### config.mk
export PLATFORM = sky130hd
export DESIGN_NAME = multicycle_control_flat
export DESIGN_NICKNAME = d
export VERILOG_FILES = /design/src/rtl/multicycle_control_if.sv /design/src/rtl/multicycle_control.sv /design/src/flat_wrapper.sv
export SDC_FILE = /design/constraint.sdc
export NUM_CORES = 1
export LEC_CHECK = 0
export CELL_PAD_IN_SITES_DETAIL_PLACEMENT = 0
export CELL_PAD_IN_SITES_GLOBAL_PLACEMENT = 1
export CORE_AREA = 3 3 52 54
export CTS_CLUSTER_DIAMETER = 30
export CTS_CLUSTER_SIZE = 8
export DETAILED_ROUTE_END_ITERATION = 10
export DIE_AREA = 0 0 55 57
export PLACE_DENSITY = 0.79
export SYNTH_ARGS = -nofsm -noshare
export SYNTH_HDL_FRONTEND = slang
export SYNTH_SLANG_ARGS = --single-unit
### constraint.sdc
create_clock -name clk -period 1.6 [get_ports clk]
set_input_delay 0.16 -clock clk [delete_from_list [all_inputs] [get_ports clk]]
set_output_delay 0.16 -clock clk [all_outputs]
set_load 0.02 [all_outputs]
### src/rtl/multicycle_control_if.sv
// Control bundle between the multicycle controller and its datapath.
// The master side is the controller; the slave side is the datapath/memory.
interface multicycle_control_if #(
  parameter int STATE_W = 4
);
  logic [5:0]         opcode;
  logic               mem_ready;
  logic               pc_write;
  logic               pc_write_cond;
  logic               iord;
  logic               mem_read;
  logic               mem_write;
  logic               ir_write;
  logic               mem_to_reg;
  logic               reg_dst;
  logic               reg_write;
  logic               alu_src_a;
  logic [1:0]         alu_src_b;
  logic               zero_ext;
  logic [1:0]         ALUOp;
  logic [1:0]         pc_source;
  logic               illegal_op;
  logic [STATE_W-1:0] state;

  modport master (
    input  opcode, mem_ready,
    output pc_write, pc_write_cond, iord, mem_read, mem_write, ir_write,
           mem_to_reg, reg_dst, reg_write, alu_src_a, alu_src_b, zero_ext,
           ALUOp, pc_source, illegal_op, state
  );

  modport slave (
    output opcode, mem_ready,
    input  pc_write, pc_write_cond, iord, mem_read, mem_write, ir_write,
           mem_to_reg, reg_dst, reg_write, alu_src_a, alu_src_b, zero_ext,
           ALUOp, pc_source, illegal_op, state
  );
endinterface

### src/rtl/multicycle_control.sv
// Main control FSM of the multicycle MIPS-subset datapath: fetch/decode/execute/mem/writeback.
// Moore outputs; memory states hold until mem_ready when MEM_WAIT_EN=1.
module multicycle_control #(
  parameter bit MEM_WAIT_EN = 1'b1,
  parameter int STATE_W     = 4
) (
  input logic                 clk,
  input logic                 rst,
  multicycle_control_if.master bus
);

  typedef enum logic [3:0] {
    FETCH    = 4'd0,
    DECODE   = 4'd1,
    MEMADR   = 4'd2,
    MEMRD    = 4'd3,
    MEMWB    = 4'd4,
    MEMWR    = 4'd5,
    RTYPE_EX = 4'd6,
    RTYPE_WB = 4'd7,
    BEQ_EX   = 4'd8,
    ADDI_EX  = 4'd9,
    LOGI_EX  = 4'd10,
    IMM_WB   = 4'd11,
    JUMP     = 4'd12
  } state_t;

  state_t state_q, state_d;
  logic   mem_done;

  assign mem_done  = bus.mem_ready || !MEM_WAIT_EN;
  assign bus.state = STATE_W'(state_q);

  always_ff @(posedge clk) begin
    if (rst) state_q <= FETCH;
    else     state_q <= state_d;
  end

  always_comb begin
    state_d           = FETCH;
    bus.pc_write      = 1'b0;
    bus.pc_write_cond = 1'b0;
    bus.iord          = 1'b0;
    bus.mem_read      = 1'b0;
    bus.mem_write     = 1'b0;
    bus.ir_write      = 1'b0;
    bus.mem_to_reg    = 1'b0;
    bus.reg_dst       = 1'b0;
    bus.reg_write     = 1'b0;
    bus.alu_src_a     = 1'b0;
    bus.alu_src_b     = 2'b00;
    bus.zero_ext      = 1'b0;
    bus.ALUOp         = 2'b00;
    bus.pc_source     = 2'b00;
    bus.illegal_op    = 1'b0;

    case (state_q)
      FETCH: begin
        bus.mem_read  = 1'b1;
        bus.alu_src_b = 2'b01;
        bus.ir_write  = mem_done;
        bus.pc_write  = mem_done;
        state_d       = mem_done ? DECODE : FETCH;
      end
      DECODE: begin
        bus.alu_src_b = 2'b11;
        case (bus.opcode)
          6'b100011, 6'b101011:          state_d = MEMADR;
          6'b000000:                     state_d = RTYPE_EX;
          6'b000100:                     state_d = BEQ_EX;
          6'b001000:                     state_d = ADDI_EX;
          6'b001100, 6'b001101, 6'b001110: state_d = LOGI_EX;
          6'b000010:                     state_d = JUMP;
          default: begin
            state_d        = FETCH;
            bus.illegal_op = 1'b1;
          end
        endcase
      end
      MEMADR: begin
        bus.alu_src_a = 1'b1;
        bus.alu_src_b = 2'b10;
        // opcode bit 3 separates sw (101011) from lw (100011)
        state_d       = bus.opcode[3] ? MEMWR : MEMRD;
      end
      MEMRD: begin
        bus.mem_read = 1'b1;
        bus.iord     = 1'b1;
        state_d      = mem_done ? MEMWB : MEMRD;
      end
      MEMWB: begin
        bus.reg_write  = 1'b1;
        bus.mem_to_reg = 1'b1;
      end
      MEMWR: begin
        bus.mem_write = 1'b1;
        bus.iord      = 1'b1;
        state_d       = mem_done ? FETCH : MEMWR;
      end
      RTYPE_EX: begin
        bus.alu_src_a = 1'b1;
        bus.ALUOp     = 2'b10;
        state_d       = RTYPE_WB;
      end
      RTYPE_WB: begin
        bus.reg_write = 1'b1;
        bus.reg_dst   = 1'b1;
      end
      BEQ_EX: begin
        bus.alu_src_a     = 1'b1;
        bus.ALUOp         = 2'b01;
        bus.pc_write_cond = 1'b1;
        bus.pc_source     = 2'b01;
      end
      ADDI_EX: begin
        bus.alu_src_a = 1'b1;
        bus.alu_src_b = 2'b10;
        state_d       = IMM_WB;
      end
      LOGI_EX: begin
        bus.alu_src_a = 1'b1;
        bus.alu_src_b = 2'b10;
        bus.zero_ext  = 1'b1;
        bus.ALUOp     = 2'b11;
        state_d       = IMM_WB;
      end
      IMM_WB: begin
        bus.reg_write = 1'b1;
      end
      JUMP: begin
        bus.pc_write  = 1'b1;
        bus.pc_source = 2'b10;
      end
      default: state_d = FETCH;
    endcase

    // Reset overrides everything, including the two non-Moore terms above.
    if (rst) begin
      state_d           = FETCH;
      bus.pc_write      = 1'b0;
      bus.pc_write_cond = 1'b0;
      bus.iord          = 1'b0;
      bus.mem_read      = 1'b0;
      bus.mem_write     = 1'b0;
      bus.ir_write      = 1'b0;
      bus.mem_to_reg    = 1'b0;
      bus.reg_dst       = 1'b0;
      bus.reg_write     = 1'b0;
      bus.alu_src_a     = 1'b0;
      bus.alu_src_b     = 2'b00;
      bus.zero_ext      = 1'b0;
      bus.ALUOp         = 2'b00;
      bus.pc_source     = 2'b00;
      bus.illegal_op    = 1'b0;
    end
  end

endmodule

### src/flat_wrapper.sv
// flat-port wrapper written by rule: the top's interface ports become plain ports
module multicycle_control_flat 
#(
  parameter bit MEM_WAIT_EN = 1'b1,
  parameter int STATE_W     = 4
)
  (clk, rst, bus_opcode, bus_mem_ready, bus_pc_write, bus_pc_write_cond, bus_iord, bus_mem_read, bus_mem_write, bus_ir_write, bus_mem_to_reg, bus_reg_dst, bus_reg_write, bus_alu_src_a, bus_alu_src_b, bus_zero_ext, bus_ALUOp, bus_pc_source, bus_illegal_op, bus_state);
  multicycle_control_if #(.STATE_W(STATE_W)) bus_i ();
  input logic clk;
  input logic rst;
  input wire logic [$bits(bus_i.opcode)-1:0] bus_opcode;
  input wire logic [$bits(bus_i.mem_ready)-1:0] bus_mem_ready;
  output wire logic [$bits(bus_i.pc_write)-1:0] bus_pc_write;
  output wire logic [$bits(bus_i.pc_write_cond)-1:0] bus_pc_write_cond;
  output wire logic [$bits(bus_i.iord)-1:0] bus_iord;
  output wire logic [$bits(bus_i.mem_read)-1:0] bus_mem_read;
  output wire logic [$bits(bus_i.mem_write)-1:0] bus_mem_write;
  output wire logic [$bits(bus_i.ir_write)-1:0] bus_ir_write;
  output wire logic [$bits(bus_i.mem_to_reg)-1:0] bus_mem_to_reg;
  output wire logic [$bits(bus_i.reg_dst)-1:0] bus_reg_dst;
  output wire logic [$bits(bus_i.reg_write)-1:0] bus_reg_write;
  output wire logic [$bits(bus_i.alu_src_a)-1:0] bus_alu_src_a;
  output wire logic [$bits(bus_i.alu_src_b)-1:0] bus_alu_src_b;
  output wire logic [$bits(bus_i.zero_ext)-1:0] bus_zero_ext;
  output wire logic [$bits(bus_i.ALUOp)-1:0] bus_ALUOp;
  output wire logic [$bits(bus_i.pc_source)-1:0] bus_pc_source;
  output wire logic [$bits(bus_i.illegal_op)-1:0] bus_illegal_op;
  output wire logic [$bits(bus_i.state)-1:0] bus_state;
  assign bus_i.opcode = bus_opcode;
  assign bus_i.mem_ready = bus_mem_ready;
  assign bus_pc_write = bus_i.pc_write;
  assign bus_pc_write_cond = bus_i.pc_write_cond;
  assign bus_iord = bus_i.iord;
  assign bus_mem_read = bus_i.mem_read;
  assign bus_mem_write = bus_i.mem_write;
  assign bus_ir_write = bus_i.ir_write;
  assign bus_mem_to_reg = bus_i.mem_to_reg;
  assign bus_reg_dst = bus_i.reg_dst;
  assign bus_reg_write = bus_i.reg_write;
  assign bus_alu_src_a = bus_i.alu_src_a;
  assign bus_alu_src_b = bus_i.alu_src_b;
  assign bus_zero_ext = bus_i.zero_ext;
  assign bus_ALUOp = bus_i.ALUOp;
  assign bus_pc_source = bus_i.pc_source;
  assign bus_illegal_op = bus_i.illegal_op;
  assign bus_state = bus_i.state;
  multicycle_control #(.MEM_WAIT_EN(MEM_WAIT_EN), .STATE_W(STATE_W)) u_core (.clk(clk), .rst(rst), .bus(bus_i));
endmodule
**Yosys cells after proc, flatten, opt, wreduce, memory -nomap -nowiden**

Cells that the tools add are included.

- Flip-flop bits (word level): 4
- Bits in latches: 0
- Bits in writable memories: 0
- Memory bits (read-only): 0
- Output and inout bits: 22
- Word-level logic and storage cells: 69
- Memories: 0

- Add/sub/neg operators: 0
- Multipliers: 0
- Div/mod/pow operators: 0
- $lt $le $gt $ge: 0
- Equality and inequality tests: 20
- Shifts and indexed selects: 0
- Mux-type cells: 37
- Bitwise gates (word level): 0
- Reductions and logical operators: 11

Operator list:

| cell | number |
|---|---|
| 4-bit one-hot mux with 7 select lines | 1 |
| 1-bit two-way mux | 25 |
| 6-bit by 4-bit equality test with 1-bit output, second input constant | 4 |
| 4-bit one-hot mux with 6 select lines | 1 |
| 4-bit equality test, second input constant | 5 |
| 4-bit by 3-bit equality test with 1-bit output, second input constant | 4 |
| 6-bit equality test, second input constant | 2 |
| 2-bit one-hot mux with 3 select lines | 2 |
| 3-bit two-way mux | 3 |
| 3-bit OR reduction | 3 |
| 9-bit OR reduction | 1 |
| 4-bit by 2-bit equality test with 1-bit output, second input constant | 2 |
| 2-bit OR reduction | 4 |
| 6-bit by 2-bit equality test with 1-bit output, second input constant | 1 |
| 6-bit by 3-bit equality test with 1-bit output, second input constant | 1 |
| 6-bit logical NOT | 1 |
| 2-bit two-way mux | 3 |
| 5-bit OR reduction | 1 |
| 4-bit by 1-bit equality test with 1-bit output, second input constant | 1 |
| 4-bit logical NOT | 1 |
| 2-bit one-hot mux with 2 select lines | 1 |
| 1-bit one-hot mux with 2 select lines | 1 |

**Longest topological paths before layout**

Gate-level depths: netlist (run 1).

- Depth after elaboration: 5
- Gate-level depth with buffers: 5

**Worst setup path before layout (run 1)**

No wires, ideal clock.

- Kind: register -> output
- From: reg u_core.state_q[2], in the netlist u_core.bus.state[2]
- To: out bus_pc_source[0]
- Data arrival time: 1.760 ns
- Path slack: -0.320 ns
- Stages on the path, launching flop included: 5
- Path buffers: 3
- Cell sequence: dfxtp_1 -> buf_2 -> buf_2 -> nor4_1 -> buf_4

- Cells in the longest elaborated chain, start to end: 3
- Elaborated cells on any way between the ends: 4
- Those cells by class: eq/ne (2); mux (2)

RTL lines:

| item | RTL line | text |
|---|---|---|
| from (decl) | multicycle_control.sv:28 | `state_t state_q, state_d;` |
| from (signal assigned) | multicycle_control.sv:36 | `else state_q <= state_d;` |
| 4-bit equality test | multicycle_control.sv:57 | `case (state_q)` |
| 2-bit one-hot mux with 2 select lines (*) | multicycle_control.sv:57 |  |
| 2-bit two-way mux (*) | multicycle_control.sv:138 | `if (rst) begin` |
| to (decl) | flat_wrapper.sv:26 | `output wire logic [$bits(bus_i.pc_source)-1:0] bus_pc_source;` |

Mark *: on every way between the ends. The rest lies on a longest branch, timed or not.

**Worst setup path in the final report (run 1)**

- From: in rst
- To: out bus_pc_source[1]

- Cells in the longest elaborated chain, start to end: 1

RTL lines:

| item | RTL line | text |
|---|---|---|
| from (decl) | flat_wrapper.sv:10 | `input logic rst;` |
| 2-bit two-way mux | multicycle_control.sv:138 |  |

No other way between the ends.

==> run summary, run 1 <==
status: finished clean
post-synthesis cell area: 576 µm²
Synth area leader: dfxtp_1
critical path class: primary input to output pin
max_cap viols: 0
Worst path max stage delay: 0.44 ns
Seq cells post-synth: 4
area grow syn2layout: 103%
hold_buf cts: 0
Worst-Margin Slew: 0.261 ns
ANT nets after route: 0
hpwl dp: 1.73 mm
first-pass GRT wire length: 3.46 mm
sw frac: 40.9%
Hold Violations, Final: 0
# IOs: 31
CTS Buf Count: 3
Residual DRC: 0
n_diodes: 0
CP Data Arrival Time: 1.40 ns
setup ws final: 0.0430 ns
Hold Path Sink: u_core.bus.state[2]
H-tree lvl count: 1
row cnt: 17
final setup TNS: 0 ns
Synth Warn #: 0
Die Y-Extent: 57 µm
slew margin rel.: 82.6%
FF-to-FF Start: u_core.bus.state[2]
Hold Path Stages: 4
startpoint types: primary input
RePlAce Congestion: 0.817
Gate power share: 68.7%
vias in the first global route: 825
PwrDens: 688 mW/mm²
syn_nets: 98
Final Cycle Share: 97.3%
Power Total: 0.803 mW
CP max-delay cell: clkdlybuf4s50_1
Max VDD drop: 0.000359 V
DRT iter0 DRCs: 7
worst path cell trace: clkdlybuf4s50_1 -> buf_6 -> buf_4 -> and3b_1 -> clkdlybuf4s15_1
GRT Util Overall: 14.1%
crit-path max FO: 9
Psw: 0.328 mW
Hold Crit Start: bus_opcode[3]
Area contributors post-synth: dfxtp_1 14%, nor2_1 7.8%, a31oi_1 4.3%
Root Buffer: clkbuf_4
Worst setup EP type: output pin
clock buffer depth: 2
post-synthesis cell count: 89
RSZ-0062 raised after global routing: true
grt total ovfl: 0
FMAX: 642 MHz
internal power: 0.475 mW
via count: 842
Critical Path RT: 1.44 ns
Net count, final: 157
Die W: 55 µm
Seq/Total Area, Yosys: 13.9%
Sink Count: 4
clock slew at reported path FFs: 0.03 ns
largest net degree at the start of global routing: 11
Unique masters post-synth: 36
Clk pwr share: 14.8%
CTS tree: done
Setup Viol. Count Final: 0
setup slack, reg-to-reg: 0.07 ns
Static Leak: 0.582 nW
initial antenna violation count: 0
max reg flops: 4
R2R depth: 6
later-pin clock latency in the skew report: 0.23 ns
min Tclk post-route: 1.56 ns
reg-to-reg endpoint: u_core.bus.state[0]
wire length per cell: 12.1 µm
Starting Density: 25.5%
DR pass1 iterations: 3
core region area: 0.00225 mm²
Via density: 4.84
fin. max-slew vios: 0
full die area: 0.00314 mm²
Final Skew: 0.00197 ns
HP Class: primary input to flop
Reg power frac: 16.4%
dpl ws: -0.664 ns
Mapped Avg Cell Area: 6.47 µm²
WL final: 2.11 mm
Port Buffer Count: 30
Setup Fix Bufs, Post-CTS: 0
top cell type's share of synthesized area: 13.9%
share of cells above drive strength 1: 43.2%
[placed cells by master, fill, tap and decap left out, types with 2 or more instances in the layout]
cell,netlist,final
a21oi_1,4,4
a31oi_1,4,4
and2_1,2,2
and3_1,4,4
buf_2,5,4
buf_4,1,31
buf_6,0,2
clkbuf_2,0,7
clkbuf_4,0,3
clkdlybuf4s15_2,0,2
clkdlybuf4s50_1,0,6
dfxtp_1,4,2
dfxtp_2,0,2
dlygate4sd1_1,0,2
dlygate4sd2_1,0,2
dlymetal6s2s_1,0,5
nand2_1,6,6
nand3_1,2,2
nor2_1,12,11
nor2b_1,3,2
nor3_1,4,4
nor4_1,4,2
nor4_2,0,2
o21ai_0,5,4
o21bai_1,2,2
or3_1,2,2
or3b_1,2,2
[worst max-delay path by stage]
stage	from	end	slack, ns	cells past startpoint
final	rst	bus_pc_source[1]	0.04	5
after CTS	bus_opcode[5]	bus_illegal_op	-0.22	6
after floorplan	u_core.bus.state[2]	bus_pc_source[0]	-0.05	4
after global placement	bus_opcode[3]	bus_illegal_op	-0.64	6
after detailed placement	bus_opcode[2]	bus_illegal_op	-0.66	6
after global routing	u_core.bus.state[0]	bus_pc_source[0]	-0.03	4
[power by group through the flow]
| stage | sequential, mW | combinational (mW) | clock, mW |
|---|---|---|---|
| floorplan | 0.151 | 0.266 | 0 |
| global placement | 0.131 | 0.557 | 0 |
| detailed placement | 0.131 | 0.563 | 0 |
| CTS | 0.132 | 0.557 | 0.122 |
| global route | 0.134 | 0.601 | 0.132 |
| finish | 0.132 | 0.552 | 0.119 |
[worst max-delay path: cells and delay by family]
kind,cells,cell delay [ns]
buf+inv,4,1.04
simple gates,1,0.20
[cell type report]
class / instances / area (µm²)
Inverter: 1 / 3.75
Sequential cell: 4 / 82.6
Clock buffer: 3 / 22.5
Fill cell: 233 / 1090
Tap cell: 28 / 35.0
Multi-Input combinational cell: 76 / 523
Timing Repair Buffer: 62 / 500
[per-layer routing]
| layer | global-route usage (%) | vias to the layer above | share of wire, % | wire length [µm] |
|---|---|---|---|---|
| met5 | 0 | - | 0 | 0 |
| met4 | 3.13 | 0 | 0 | 0 |
| met3 | 0.522 | 0 | 6.4 | 135 |
| met2 | 26.5 | 23 | 53 | 1120 |
| li1 | - | 447 | - | - |
| met1 | 16.8 | 372 | 41 | 857 |
[Yosys cell counts]
master / instances
a211o_1: 1
a211oi_1: 2
a21o_1: 1
a21oi_1: 4
a311o_1: 1
a31o_2: 1
a31oi_1: 4
and2_1: 2
and2b_1: 1
and3_1: 4
and3b_1: 1
buf_2: 5
buf_4: 1
clkbuf_1: 2
dfxtp_1: 4
inv_1: 1
nand2_1: 6
nand2b_1: 3
nand3_1: 2
nand3b_1: 1
nand4_1: 1
nor2_1: 12
nor2b_1: 3
nor3_1: 4
nor4_1: 4
nor4b_1: 1
nor4bb_1: 1
o21ai_0: 5
o21bai_1: 2
o32ai_1: 1
or2_2: 1
or3_1: 2
or3b_1: 2
or4_1: 1
xnor2_1: 1
xor2_1: 1
[cells by family (layout without fill, tap and decap cells)]
kind of cell / Yosys count / count (layout) / synth area share (%)
AO/OA/AOI/OAI: 22 / 22 / 25.0
flip-flops: 4 / 4 / 13.9
buffers and inverters: 9 / 66 / 7.61
AND/OR/NAND/NOR: 52 / 52 / 50.4
XOR/XNOR: 2 / 2 / 3.04
[repair_timing]
| action | 4_1_cts | 5_1_grt |
|---|---|---|
| setup endpoints to repair | 20 | 18 |
| gates resized for setup | 46 | 32 |
| pin swaps | 1 | 3 |
[per-stage QoR]
step                      std cells  hold slack (ns)  utilization [%]  area, µm²
final                           174            0.393             51.8       1170
after global routing            174            0.417             51.8       1170
after CTS                       174            0.563             52.1       1170
after detailed placement        171            0.791             51.2       1150
after global placement          171            0.796             51.2       1150
after floorplan                  89            0.342                -        618
Note: power is estimated with default switching activity, not from simulation.
==> run 2, diff against run 1 <==
--- a/config.mk
+++ b/config.mk
@@ -13,6 +13,7 @@
 export DETAILED_ROUTE_END_ITERATION = 10
 export DIE_AREA = 0 0 55 57
 export PLACE_DENSITY = 0.79
+export SLEW_MARGIN = 15
 export SYNTH_ARGS = -nofsm -noshare
 export SYNTH_HDL_FRONTEND = slang
 export SYNTH_SLANG_ARGS = --single-unit
==> results of run 2 <==
The final DEF is identical to that of run 1; final timing and power are the same.
